[src/rtl/ddr_phase_stepper_if.sv]
// Target-phase request channel for ddr_phase_stepper: valid/ready handshake
// carrying a read-clock phase index.
interface ddr_phase_stepper_if #(
  parameter int PW = 4
);
  logic          req_valid;
  logic          req_ready;
  logic [PW-1:0] req_phase;

  modport master (output req_valid, output req_phase, input req_ready);
  modport slave  (input req_valid, input req_phase, output req_ready);
endinterface

[src/rtl/ddr_phase_stepper.sv]
// DDR read-clock phase stepper. Drives phase_step/phase_updn of the PLL
// clocking block one 22.5 degree step at a time toward a requested phase
// index. After each step it waits for the PLL to relock and flags a timeout
// if relock never comes.
// Optional build macro DDR_PHASE_SHORTEST_EN: when defined, the stepper takes
// the shortest path (ties step up). When undefined, it always steps up, which
// gives monotonic sweeps for calibration.
module ddr_phase_stepper #(
  parameter int PHASE_STEPS   = 16,
  parameter int INIT_PHASE    = 4,
  parameter int PULSE_CYCLES  = 4,
  parameter int SETTLE_CYCLES = 32,
  parameter int LOCK_TIMEOUT  = 1024,
  localparam int PW           = $clog2(PHASE_STEPS)
) (
  input  logic                 clk,
  input  logic                 rst,
  input  logic                 pll_locked,
  ddr_phase_stepper_if.slave   req,
  output logic                 phase_step,
  output logic                 phase_updn,
  output logic [PW-1:0]        cur_phase,
  output logic                 busy,
  output logic                 done,
  output logic                 error
);

  // One counter serves pulse, settle and lock-wait phases, so size it for the
  // largest of the three.
  localparam int CMAX = (LOCK_TIMEOUT > SETTLE_CYCLES) ?
                        ((LOCK_TIMEOUT > PULSE_CYCLES) ? LOCK_TIMEOUT : PULSE_CYCLES) :
                        ((SETTLE_CYCLES > PULSE_CYCLES) ? SETTLE_CYCLES : PULSE_CYCLES);
  localparam int CW   = $clog2(CMAX + 1);

  typedef enum logic [2:0] {IDLE, CALC, PULSE, SETTLE, WAIT_LOCK} state_t;

  state_t        state, state_n;
  logic [PW-1:0] tgt, tgt_n, cur_n, diff;
  logic [CW-1:0] cnt, cnt_n;
  logic          step_n, updn_n, err_n, done_n;
  logic          lock_s1, lock_s2;
  logic          up;

  // Modular distance to the target; wraps naturally in PW bits.
  assign diff = tgt - cur_phase;

`ifdef DDR_PHASE_SHORTEST_EN
  // Step up when the target is at most half a turn ahead (tie goes up).
  assign up = ({1'b0, diff} <= (PW+1)'(PHASE_STEPS / 2));
`else
  assign up = 1'b1;
`endif

  assign busy          = (state != IDLE);
  assign req.req_ready = (state == IDLE) && !rst;

  // Two-flop synchroniser for the asynchronous PLL lock indication.
  always_ff @(posedge clk) begin
    if (rst) begin
      lock_s1 <= 1'b0;
      lock_s2 <= 1'b0;
    end else begin
      lock_s1 <= pll_locked;
      lock_s2 <= lock_s1;
    end
  end

  // State and datapath registers.
  always_ff @(posedge clk) begin
    if (rst) begin
      state      <= IDLE;
      tgt        <= PW'(INIT_PHASE);
      cur_phase  <= PW'(INIT_PHASE);
      cnt        <= '0;
      phase_step <= 1'b0;
      phase_updn <= 1'b1;
      error      <= 1'b0;
      done       <= 1'b0;
    end else begin
      state      <= state_n;
      tgt        <= tgt_n;
      cur_phase  <= cur_n;
      cnt        <= cnt_n;
      phase_step <= step_n;
      phase_updn <= updn_n;
      error      <= err_n;
      done       <= done_n;
    end
  end

  // Next-state and next-datapath logic.
  always_comb begin
    state_n = state;
    tgt_n   = tgt;
    cur_n   = cur_phase;
    cnt_n   = cnt;
    step_n  = phase_step;
    updn_n  = phase_updn;
    err_n   = error;
    done_n  = 1'b0;
    case (state)
      IDLE: begin
        if (req.req_valid) begin
          tgt_n   = req.req_phase;
          err_n   = 1'b0;
          state_n = CALC;
        end
      end
      CALC: begin
        if (diff == '0) begin
          done_n  = 1'b1;
          state_n = IDLE;
        end else begin
          // Direction only changes here, while phase_step is low.
          updn_n  = up;
          step_n  = 1'b1;
          cnt_n   = '0;
          state_n = PULSE;
        end
      end
      PULSE: begin
        if (cnt == CW'(PULSE_CYCLES - 1)) begin
          step_n  = 1'b0;
          cur_n   = phase_updn ? cur_phase + 1'b1 : cur_phase - 1'b1;
          cnt_n   = '0;
          state_n = SETTLE;
        end else begin
          cnt_n = cnt + 1'b1;
        end
      end
      SETTLE: begin
        if (cnt == CW'(SETTLE_CYCLES - 1)) begin
          cnt_n   = '0;
          state_n = WAIT_LOCK;
        end else begin
          cnt_n = cnt + 1'b1;
        end
      end
      WAIT_LOCK: begin
        if (lock_s2) begin
          state_n = CALC;
        end else if (cnt == CW'(LOCK_TIMEOUT - 1)) begin
          // Give up on this request; cur_phase keeps the stepped value.
          err_n   = 1'b1;
          done_n  = 1'b1;
          state_n = IDLE;
        end else begin
          cnt_n = cnt + 1'b1;
        end
      end
      default: state_n = IDLE;
    endcase
  end

endmodule

[src/flat_wrapper.sv]
// flat-port wrapper written by rule: the top's interface ports become plain ports
module ddr_phase_stepper_flat 
#(
  parameter int PHASE_STEPS   = 16,
  parameter int INIT_PHASE    = 4,
  parameter int PULSE_CYCLES  = 4,
  parameter int SETTLE_CYCLES = 32,
  parameter int LOCK_TIMEOUT  = 1024,
  localparam int PW           = $clog2(PHASE_STEPS)
)
  (clk, rst, pll_locked, phase_step, phase_updn, cur_phase, busy, done, error, req_req_valid, req_req_phase, req_req_ready);
  ddr_phase_stepper_if #(.PW((4))) req_i ();
  input  logic clk;
  input  logic rst;
  input  logic pll_locked;
  output logic phase_step;
  output logic phase_updn;
  output logic [PW-1:0] cur_phase;
  output logic busy;
  output logic done;
  output logic error;
  input wire logic [$bits(req_i.req_valid)-1:0] req_req_valid;
  input wire logic [$bits(req_i.req_phase)-1:0] req_req_phase;
  output wire logic [$bits(req_i.req_ready)-1:0] req_req_ready;
  assign req_i.req_valid = req_req_valid;
  assign req_i.req_phase = req_req_phase;
  assign req_req_ready = req_i.req_ready;
  ddr_phase_stepper #(.PHASE_STEPS(PHASE_STEPS), .INIT_PHASE(INIT_PHASE), .PULSE_CYCLES(PULSE_CYCLES), .SETTLE_CYCLES(SETTLE_CYCLES), .LOCK_TIMEOUT(LOCK_TIMEOUT)) u_core (.clk(clk), .rst(rst), .pll_locked(pll_locked), .req(req_i), .phase_step(phase_step), .phase_updn(phase_updn), .cur_phase(cur_phase), .busy(busy), .done(done), .error(error));
endmodule
[config.mk]
export PLATFORM = sky130hd
export DESIGN_NAME = ddr_phase_stepper_flat
export DESIGN_NICKNAME = d
export VERILOG_FILES = /design/src/rtl/ddr_phase_stepper_if.sv /design/src/rtl/ddr_phase_stepper.sv /design/src/flat_wrapper.sv
export SDC_FILE = /design/constraint.sdc
export NUM_CORES = 1
export LEC_CHECK = 0
export ABC_AREA = 0
export CAP_MARGIN = 20
export CORE_ASPECT_RATIO = 0.5
export CORE_MARGIN = 3
export CORE_UTILIZATION = 60
export CTS_CLUSTER_SIZE = 24
export DETAILED_ROUTE_END_ITERATION = 7
export PLACE_DENSITY_LB_ADDON = 0.1
export SYNTH_ARGS = -nofsm -noshare
export SYNTH_HDL_FRONTEND = slang
export SYNTH_SLANG_ARGS = --single-unit
[constraint.sdc]
create_clock -name clk -period 4.24 [get_ports clk]
set_clock_uncertainty 0.1 [all_clocks]
set_input_delay 0.636 -clock clk [delete_from_list [all_inputs] [get_ports clk]]
set_output_delay 0.636 -clock clk [all_outputs]
set_load 0.1 [all_outputs]
==> results of run 1 <==
-- stage by stage --
step                setup WS (ns)  area, um^2  hold slack, ns
floorplan                   0.969        1610           0.314
global placement             1.62        1770           0.321
detailed placement           1.58        1770           0.329
CTS                          1.31        1820           0.353
global route                 1.19        1820           0.377
finish                       1.31        1820           0.349
-- layer usage --
layer,vias to the layer above,GRT usage
met5,-,0
met4,0,0
met3,0,0.0614
met2,56,0.411
met1,688,0.304
li1,716,-
-- cell usage in the layout (no fill, tap or decap), types with 2 or more instances in the layout --
cell and count:
mux2i_1 7, or3_1 2, nand3_1 11, dfxtp_1 27, clkdlybuf4s50_1 15, o21ai_0 3
xnor2_1 2, a21oi_1 6, nand2b_1 7, nand4b_1 2, inv_1 14, nor2_1 15
o211ai_1 7, buf_4 2, ha_1 5, nand2_1 11, a211oi_1 5, nor3_1 2
o21ai_1 4, nor3b_1 3, nor2b_1 7, or4_1 6, nand4_1 4, o31ai_1 2
and3_1 2, clkbuf_8 3
-- worst paths after layout --
check                           depth (start not counted)                 from        endpoint
worst min register to register                          1       u_core.lock_s1  u_core.lock_s2
worst max register to register                          7  u_core.cur_phase[2]   u_core.cnt[7]
worst min-delay path                                    1       u_core.lock_s1  u_core.lock_s2
worst max-delay path                                    3      u_core.state[0]            busy
-- power by group through the flow --
| stage | logic (mW) | clock network (mW) | registers, mW |
|---|---|---|---|
| 5_1_grt | 0.390 | 0.163 | 0.321 |
| 4_1_cts | 0.362 | 0.153 | 0.314 |
| 6_report | 0.363 | 0.149 | 0.315 |
| 2_1_floorplan | 0.277 | 0 | 0.327 |
| 3_5_place_dp | 0.360 | 0 | 0.320 |
| 3_3_place_gp | 0.356 | 0 | 0.318 |
-- worst max-delay path: cells and delay by family (launching register included) --
| family | cells | cell delay, ns |
|---|---|---|
| buffers and inverters | 2 | 1.24 |
| flip-flops | 1 | 0.56 |
| AND/OR/NAND/NOR | 1 | 0.11 |
-- cell families after synthesis --
| kind of cell | after synthesis | synth area share |
|---|---|---|
| xor gates and xnor gates | 3 | 0.0163 |
| other | 1 | 0.00233 |
| muxes | 7 | 0.0434 |
| and+or+nand+nor | 83 | 0.307 |
| buffers and inverters | 24 | 0.0628 |
| adders and majority gates | 5 | 0.0388 |
| DFF | 27 | 0.335 |
| AOI/OAI and AO/OA | 41 | 0.194 |
-- registers in the layout, indices dropped and copies added, names as in the netlist --
name               count
u_core.lock_s2         1
u_core.tgt             4
u_core.cnt            11
u_core.lock_s1         1
u_core.error           1
u_core.phase_step      1
u_core.state           3
u_core.done            1
u_core.cur_phase       4
-- final cells by class --
cell class	instances	area, um^2
Clock inverter	1	5.00
Fill cell	181	553
Timing Repair Buffer	17	165
Multi-Input combinational cell	140	971
Clock buffer	3	41.3
Inverter	14	52.6
Sequential cell	27	541
Tap cell	35	43.8
==> summary.md, run 1 <==
| Metric | Value |
|---|---|
| CTS tree | `yes` |
| Sw frac | `0.437` |
| Commonest cells in the synthesized netlist | `dfxtp_1 (27), nor2_1 (15), inv_1 (14)` |
| Slew @ Worst Pin | `0.974 ns` |
| Final setup fails | `0` |
| Switch Pwr | `roughly 0.36 mW` |
| Gate power share | `0.439` |
| Met1 Wirelength | `around 1700 um` |
| Avg WL per Cell | `15.8 um` |
| Initial antenna violation count | `0` |
| FFs w/ async S/R, synth | `0` |
| Number of clock sinks | `27` |
| Final hold viol count | `0` |
| DP Wirelength | `between 2000 and 3000 um` |
| Area share of the largest cell type after synthesis | `0.335` |
| Seq pwr share | `0.381` |
| Reg2reg setup slack | `~1.6 ns` |
| Final Wtd Congestion | `about 0.84` |
| Area of the core | `about 2400 um^2` |
| Routed wl met3 | `about 220 um` |
| Total internal power | `0.465 mW` |
| RSZ-0062 raised after global routing | `false` |
| Drt first pass iters | `4` |
| Crit-path max FO | `12` |
| Post-synthesis register bit count | `27` |
| GRT Overall Usage | `0.233` |
| Reg clk slew, reported paths | `0.09 ns` |
| Post-synthesis sequential area ratio | `0.335` |
| Tcrit/Tclk final | `0.690` |
| Status | `completed` |
| Cells after Synth | `between 150 and 200` |
| Critical-path cell list | `nor3_1 > inv_1 > clkdlybuf4s50_1` |
| Row cnt | `12` |
| Ranking of synthesized cells by area | `dfxtp_1 (34%), mux2i_1 (4.3%), ha_1 (3.9%)` |
| I/O pins | `18` |
| Syn_nets | `204` |
| EDFF count, synth | `0` |
| H-Tree Depth | `1` |
| Worst hold path class | `flip-flop to flip-flop` |
| Max stage delay on crit path | `1.14 ns` |
| Critical path data required time | `between 3 and 4 ns` |
| Vias in the first global route | `roughly 1,400` |
| Layout Utilization | `0.767` |
| Post-synth top area cell | `dfxtp_1` |
| Total chip power | `a little over 0.8 mW` |
| CP Capture Type | `output port` |
| DR top layer | `met3` |
| Nets@finish | `216` |
| Crit start category | `flip-flop` |
| Distinct cells, synth | `between 50 and 60` |
| Ys Warns | `0` |
| First-pass GRT wire length | `~6400 um` |
| Most common cell in the synthesized netlist | `dfxtp_1` |
| Setup repair bufs after CTS | `0` |
| DR iter-0 viols | `~130` |
| CTS Hold Bufs | `0` |
| Critical Path AT | `~2.2 ns` |
| Drt total wl | `roughly 3700 um` |
| Maxcap violations | `0` |
| Syn Area/Cell | `8.44 um^2` |
| Via count | `about 1,500` |
| Met2 routed WL | `between 1500 and 2000 um` |
| Largest net degree at the start of global routing | `17` |
| Synthesis-to-finish area growth | `12.8%` |
| Final ANT Viol Nets | `0` |
| Synth Flop Type | `dfxtp_1` |
| Setup TNS | `0 ns` |
| Initial core utilization | `0.680` |
| VDD IR-drop max | `329 uV` |
| Ant. Diodes | `0` |
| Area of the die | `3380 um^2` |
| Clk network pwr share | `0.181` |
| Chip width | `about 80 um` |
| Die Y | `around 43 um` |
| Via/cell ratio | `between 6 and 7` |
| Critical path type | `flip-flop to output port` |
| Fraction of layout cells with a size suffix above 1 | `0.0693` |
| Minimum clock period | `2.93 ns` |
| Cell Pwr Density | `455 nW/um^2` |
| Synth Cell Area | `roughly 1600 um^2` |
| Gr ovfl total | `0` |
| Clock buffer count from CTS | `3` |
| Slew headroom | `0.348` |
| Cells after DPL | `233` |
| Fmax achieved | `about 0.34 GHz` |
| Buffers on Ports | `16` |
| Gates resized, CTS repair | `0` |
| CTS Root Cell | `clkbuf_8` |
| Clk_lat worst skew | `between 0.2 and 0.3 ns` |
| Slew Limit Fails | `0` |
| Clk buf depth | `2` |
| LEAKAGE | `about 0.63 nW` |
| Fin cells | `between 200 and 250` |
| Cell with the largest stage delay on the worst path | `clkdlybuf4s50_1` |
| DRC errors left | `0` |
Note: power is estimated with default switching activity, not from simulation.
==> run 2: changes to the inputs <==
--- a/config.mk
+++ b/config.mk
@@ -9,7 +9,7 @@
 export CAP_MARGIN = 20
 export CORE_ASPECT_RATIO = 0.5
 export CORE_MARGIN = 3
-export CORE_UTILIZATION = 60
+export CORE_UTILIZATION = 55
 export CTS_CLUSTER_SIZE = 24
 export DETAILED_ROUTE_END_ITERATION = 7
 export PLACE_DENSITY_LB_ADDON = 0.1
==> constraint.sdc (replaced) <==
create_clock -name clk -period 2.7 [get_ports clk]
set_clock_uncertainty 0.1 [all_clocks]
set_input_delay 0.405 -clock clk [delete_from_list [all_inputs] [get_ports clk]]
set_output_delay 0.405 -clock clk [all_outputs]
set_load 0.1 [all_outputs]
==> run 2 against run 1 <==
  * Total power is 62% higher
  * Final cell count is 1.7% higher
  * First-iteration DRC count is 29% lower
  * Global-route usage is 0.92 points lower
  * Sequential share of layout area is 0.099 points lower
  * Setup slack worse by 1.1 ns
  * Flip-flop and latch count stayed put
  * Non-clock buffer count is 2 higher
  * Worst hold slack better by 0.017 ns
==> summary.md, run 2 (synthesized netlist as in run 1, its figures left out) <==
| Metric | Value |
|---|---|
| Setup TNS | `0 ns (unchanged)` |
| Hold path cells | `1 (unchanged)` |
| Fin worst setup slack | `0.265 ns (-1.05 ns)` |
| Fin cells | `241 (+1.7%)` |
| Cell with the largest stage delay on the worst path | `or4_1` |
| Die Y | `44.3 um (+3.8%)` |
| Reg clk slew, reported paths | `0.10 ns (about the same)` |
| DR iter-0 viols | `95 (-29%)` |
| Worst hold slack | `0.367 ns (+0.0173 ns)` |
| Critical-path cell list | `inv_1 > ha_1 > or2_2 > or4_1 > a31oi_2 > o211ai_1 > buf_4 > o211ai_1` |
| Ant. Diodes | `0 (unchanged)` |
| LEAKAGE | `0.655 nW (+3.7%)` |
| Final ANT Viol Nets | `0 (unchanged)` |
| Layout Utilization | `0.681 (-0.0862)` |
| Final Wtd Congestion | `0.849 (+1.1%)` |
| Synthesis-to-finish area growth | `14.0%` |
| Clock buffer count from CTS | `3 (unchanged)` |
| Most common cell after layout, fill and taps aside | `dfxtp_1` |
| Maxcap violations | `0 (unchanged)` |
| Fmax achieved | `0.411 GHz` |
| Area of the die | `3660 um^2 (+8.1%)` |
| RSZ-0062 raised after global routing | `false` |
| Place WS | `0.211 ns (-1.37 ns)` |
| Slew @ Worst Pin | `0.864 ns (-0.111 ns)` |
| Avg WL per Cell | `15.1 um (-4.5%)` |
| CP Capture Type | `flip-flop` |
| Max stage delay on crit path | `0.41 ns (-0.73 ns)` |
| GRT Overall Usage | `0.223 (-0.00923)` |
| Nets@finish | `218 (+0.93%)` |
| Most frequent CP cell | `o211ai_1` |
| Critical path type | `flip-flop to flip-flop` |
| Largest net degree at the start of global routing | `24 (+7)` |
| RR Startpoint | `u_core.cur_phase[2]` |
| Number of flip-flops under the largest register name | `11 (unchanged)` |
| Gr ovfl total | `0 (unchanged)` |
| I/O pins | `18 (unchanged)` |
| Reg2reg setup slack | `0.26 ns (-1.31 ns)` |
| Clk_lat worst skew | `0.28 ns (about the same)` |
| Hold Path End | `u_core.lock_s2` |
| Buffers on Ports | `16 (unchanged)` |
| Initial antenna violation count | `0 (unchanged)` |
| Via count | `1,442 (-1.2%)` |
| Hold Path Origin | `u_core.lock_s1` |
| Gate power share | `0.445 (+0.006)` |
| Post-Place Cell Area | `1780 um^2 (+0.49%)` |
| Critical Path AT | `2.55 ns (+0.36 ns)` |
| Slew headroom | `0.421 (+0.0723)` |
| Drt first pass iters | `4 (unchanged)` |
| First-pass GRT wire length | `6270 um (-1.3%)` |
| Minimum clock period | `~2.4 ns` |
| Reg with most FFs | `u_core.cnt` |
| Final hold viol count | `0 (unchanged)` |
| Worst r2r dst | `u_core.cnt[3]` |
| Worst hold path class | `flip-flop to flip-flop` |
| Crit-path max FO | `7 (-5)` |
| Initial core utilization | `0.597 (-0.0825)` |
| Fin area | `1840 um^2 (+1.0%)` |
| Most frequent cells in the layout | `dfxtp_1 (24), inv_1 (14), nor2_1 (14)` |
| DP Wirelength | `2610 um (-4.3%)` |
| Status | `completed` |
| Final setup fails | `0 (unchanged)` |
| Seq pwr share | `0.367 (-0.014)` |
| Register-to-Register Path Depth | `8 (+1)` |
| Fraction of layout cells with a size suffix above 1 | `0.137 (+0.0679)` |
| Total internal power | `0.753 mW (+62%)` |
| Regs by FF count | `u_core.cnt: 11 flops, u_core.cur_phase: 4 flops, u_core.tgt: 4 flops` |
| Drt total wl | `3630 um (-2.9%)` |
| CTS Root Cell | `clkbuf_8` |
| Via/cell ratio | `5.98 (-2.9%)` |
| Area of the core | `2700 um^2 (+14%)` |
| Row cnt | `13 (+1)` |
| Chip width | `82.6 um (+4.1%)` |
| Cells after DPL | `236 (+1.3%)` |
| Critical path data required time | `2.81 ns (-0.69 ns)` |
| VDD IR-drop max | `560 uV (+70%)` |
| Slew Limit Fails | `0 (unchanged)` |
| Tcrit/Tclk final | `0.902` |
| Crit start category | `flip-flop` |
| Total chip power | `1.34 mW (+62%)` |
| Cell Pwr Density | `731 nW/um^2 (+61%)` |
| Clk network pwr share | `0.187 (+0.006)` |
| DRC errors left | `0 (unchanged)` |
| H-Tree Depth | `1 (unchanged)` |
| Sw frac | `0.440 (+0.00269)` |
| Clk buf depth | `2 (unchanged)` |
| Number of clock sinks | `27 (unchanged)` |
| Switch Pwr | `0.591 mW (+63%)` |
| Vias in the first global route | `1,381 (+1.0%)` |
| CTS tree | `yes` |
run 2: cell count changes in the layout (fill, tap and decap cells not counted):
cell / change
clkdlybuf4s50_1: -8
dfxtp_1: -3
buf_12: +1
nor2_2: +1
dfxtp_2: +3
nor2_1: -1
buf_4: +9
clkinvlp_4: +1
clkinv_2: -1
run 2: worst max-delay path, delay by kind of cell, from the launching register on:
family / cells / cell delay (ns)
simple gates: 2 / 0.71
compound gates: 3 / 0.57
flops: 1 / 0.37
fa+ha+maj: 1 / 0.35
buf+inv: 2 / 0.23
run 2: final cells by class:
| class | instances | area [um^2] |
|---|---|---|
| inverters | 14 | 52.6 |
| fillers | 233 | 862 |
| clock buffers | 3 | 41.3 |
| well taps | 37 | 46.3 |
| clock inverters | 1 | 7.51 |
| flip-flops and latches | 27 | 544 |
| multi-input cells | 140 | 973 |
| repair buffers | 19 | 173 |
run 2: routing by layer:
layer | wire (um) | vias up | track usage
li1 | - | 725 | -
met1 | 1850 | 673 | 0.297
met2 | 1560 | 37 | 0.358
met3 | 175 | 7 | 0.0549
met4 | 42 | 0 | 0.0749
met5 | 0 | - | 0
run 2: repair_timing:
action | 4_1_cts | 5_1_grt
endpoints found under the setup margin | 0 | 4
hold buffers | 0 | 0
buffers inserted | 0 | 1
resized for setup | 0 | 0
run 2: power by group through the flow:
stage,Sequential [mW],Clock [mW],Combinational [mW]
finish,0.494,0.252,0.598
global route,0.503,0.266,0.641
CTS,0.494,0.249,0.589
detailed placement,0.503,0,0.586
global placement,0.500,0,0.581
floorplan,0.514,0,0.437
run 2: how the worst max path moves through the flow:
stage                               end                 from  slack (ns)  cells after the start
final                     u_core.cnt[3]  u_core.cur_phase[2]        0.26                      8
after global routing      u_core.cnt[2]  u_core.cur_phase[2]        0.09                      8
after CTS                 u_core.cnt[3]  u_core.cur_phase[2]        0.18                      7
after detailed placement  u_core.cnt[8]  u_core.cur_phase[2]        0.21                      7
after global placement    u_core.cnt[3]  u_core.cur_phase[2]        0.27                      7
after floorplan           u_core.cnt[2]  u_core.cur_phase[2]        0.05                      7
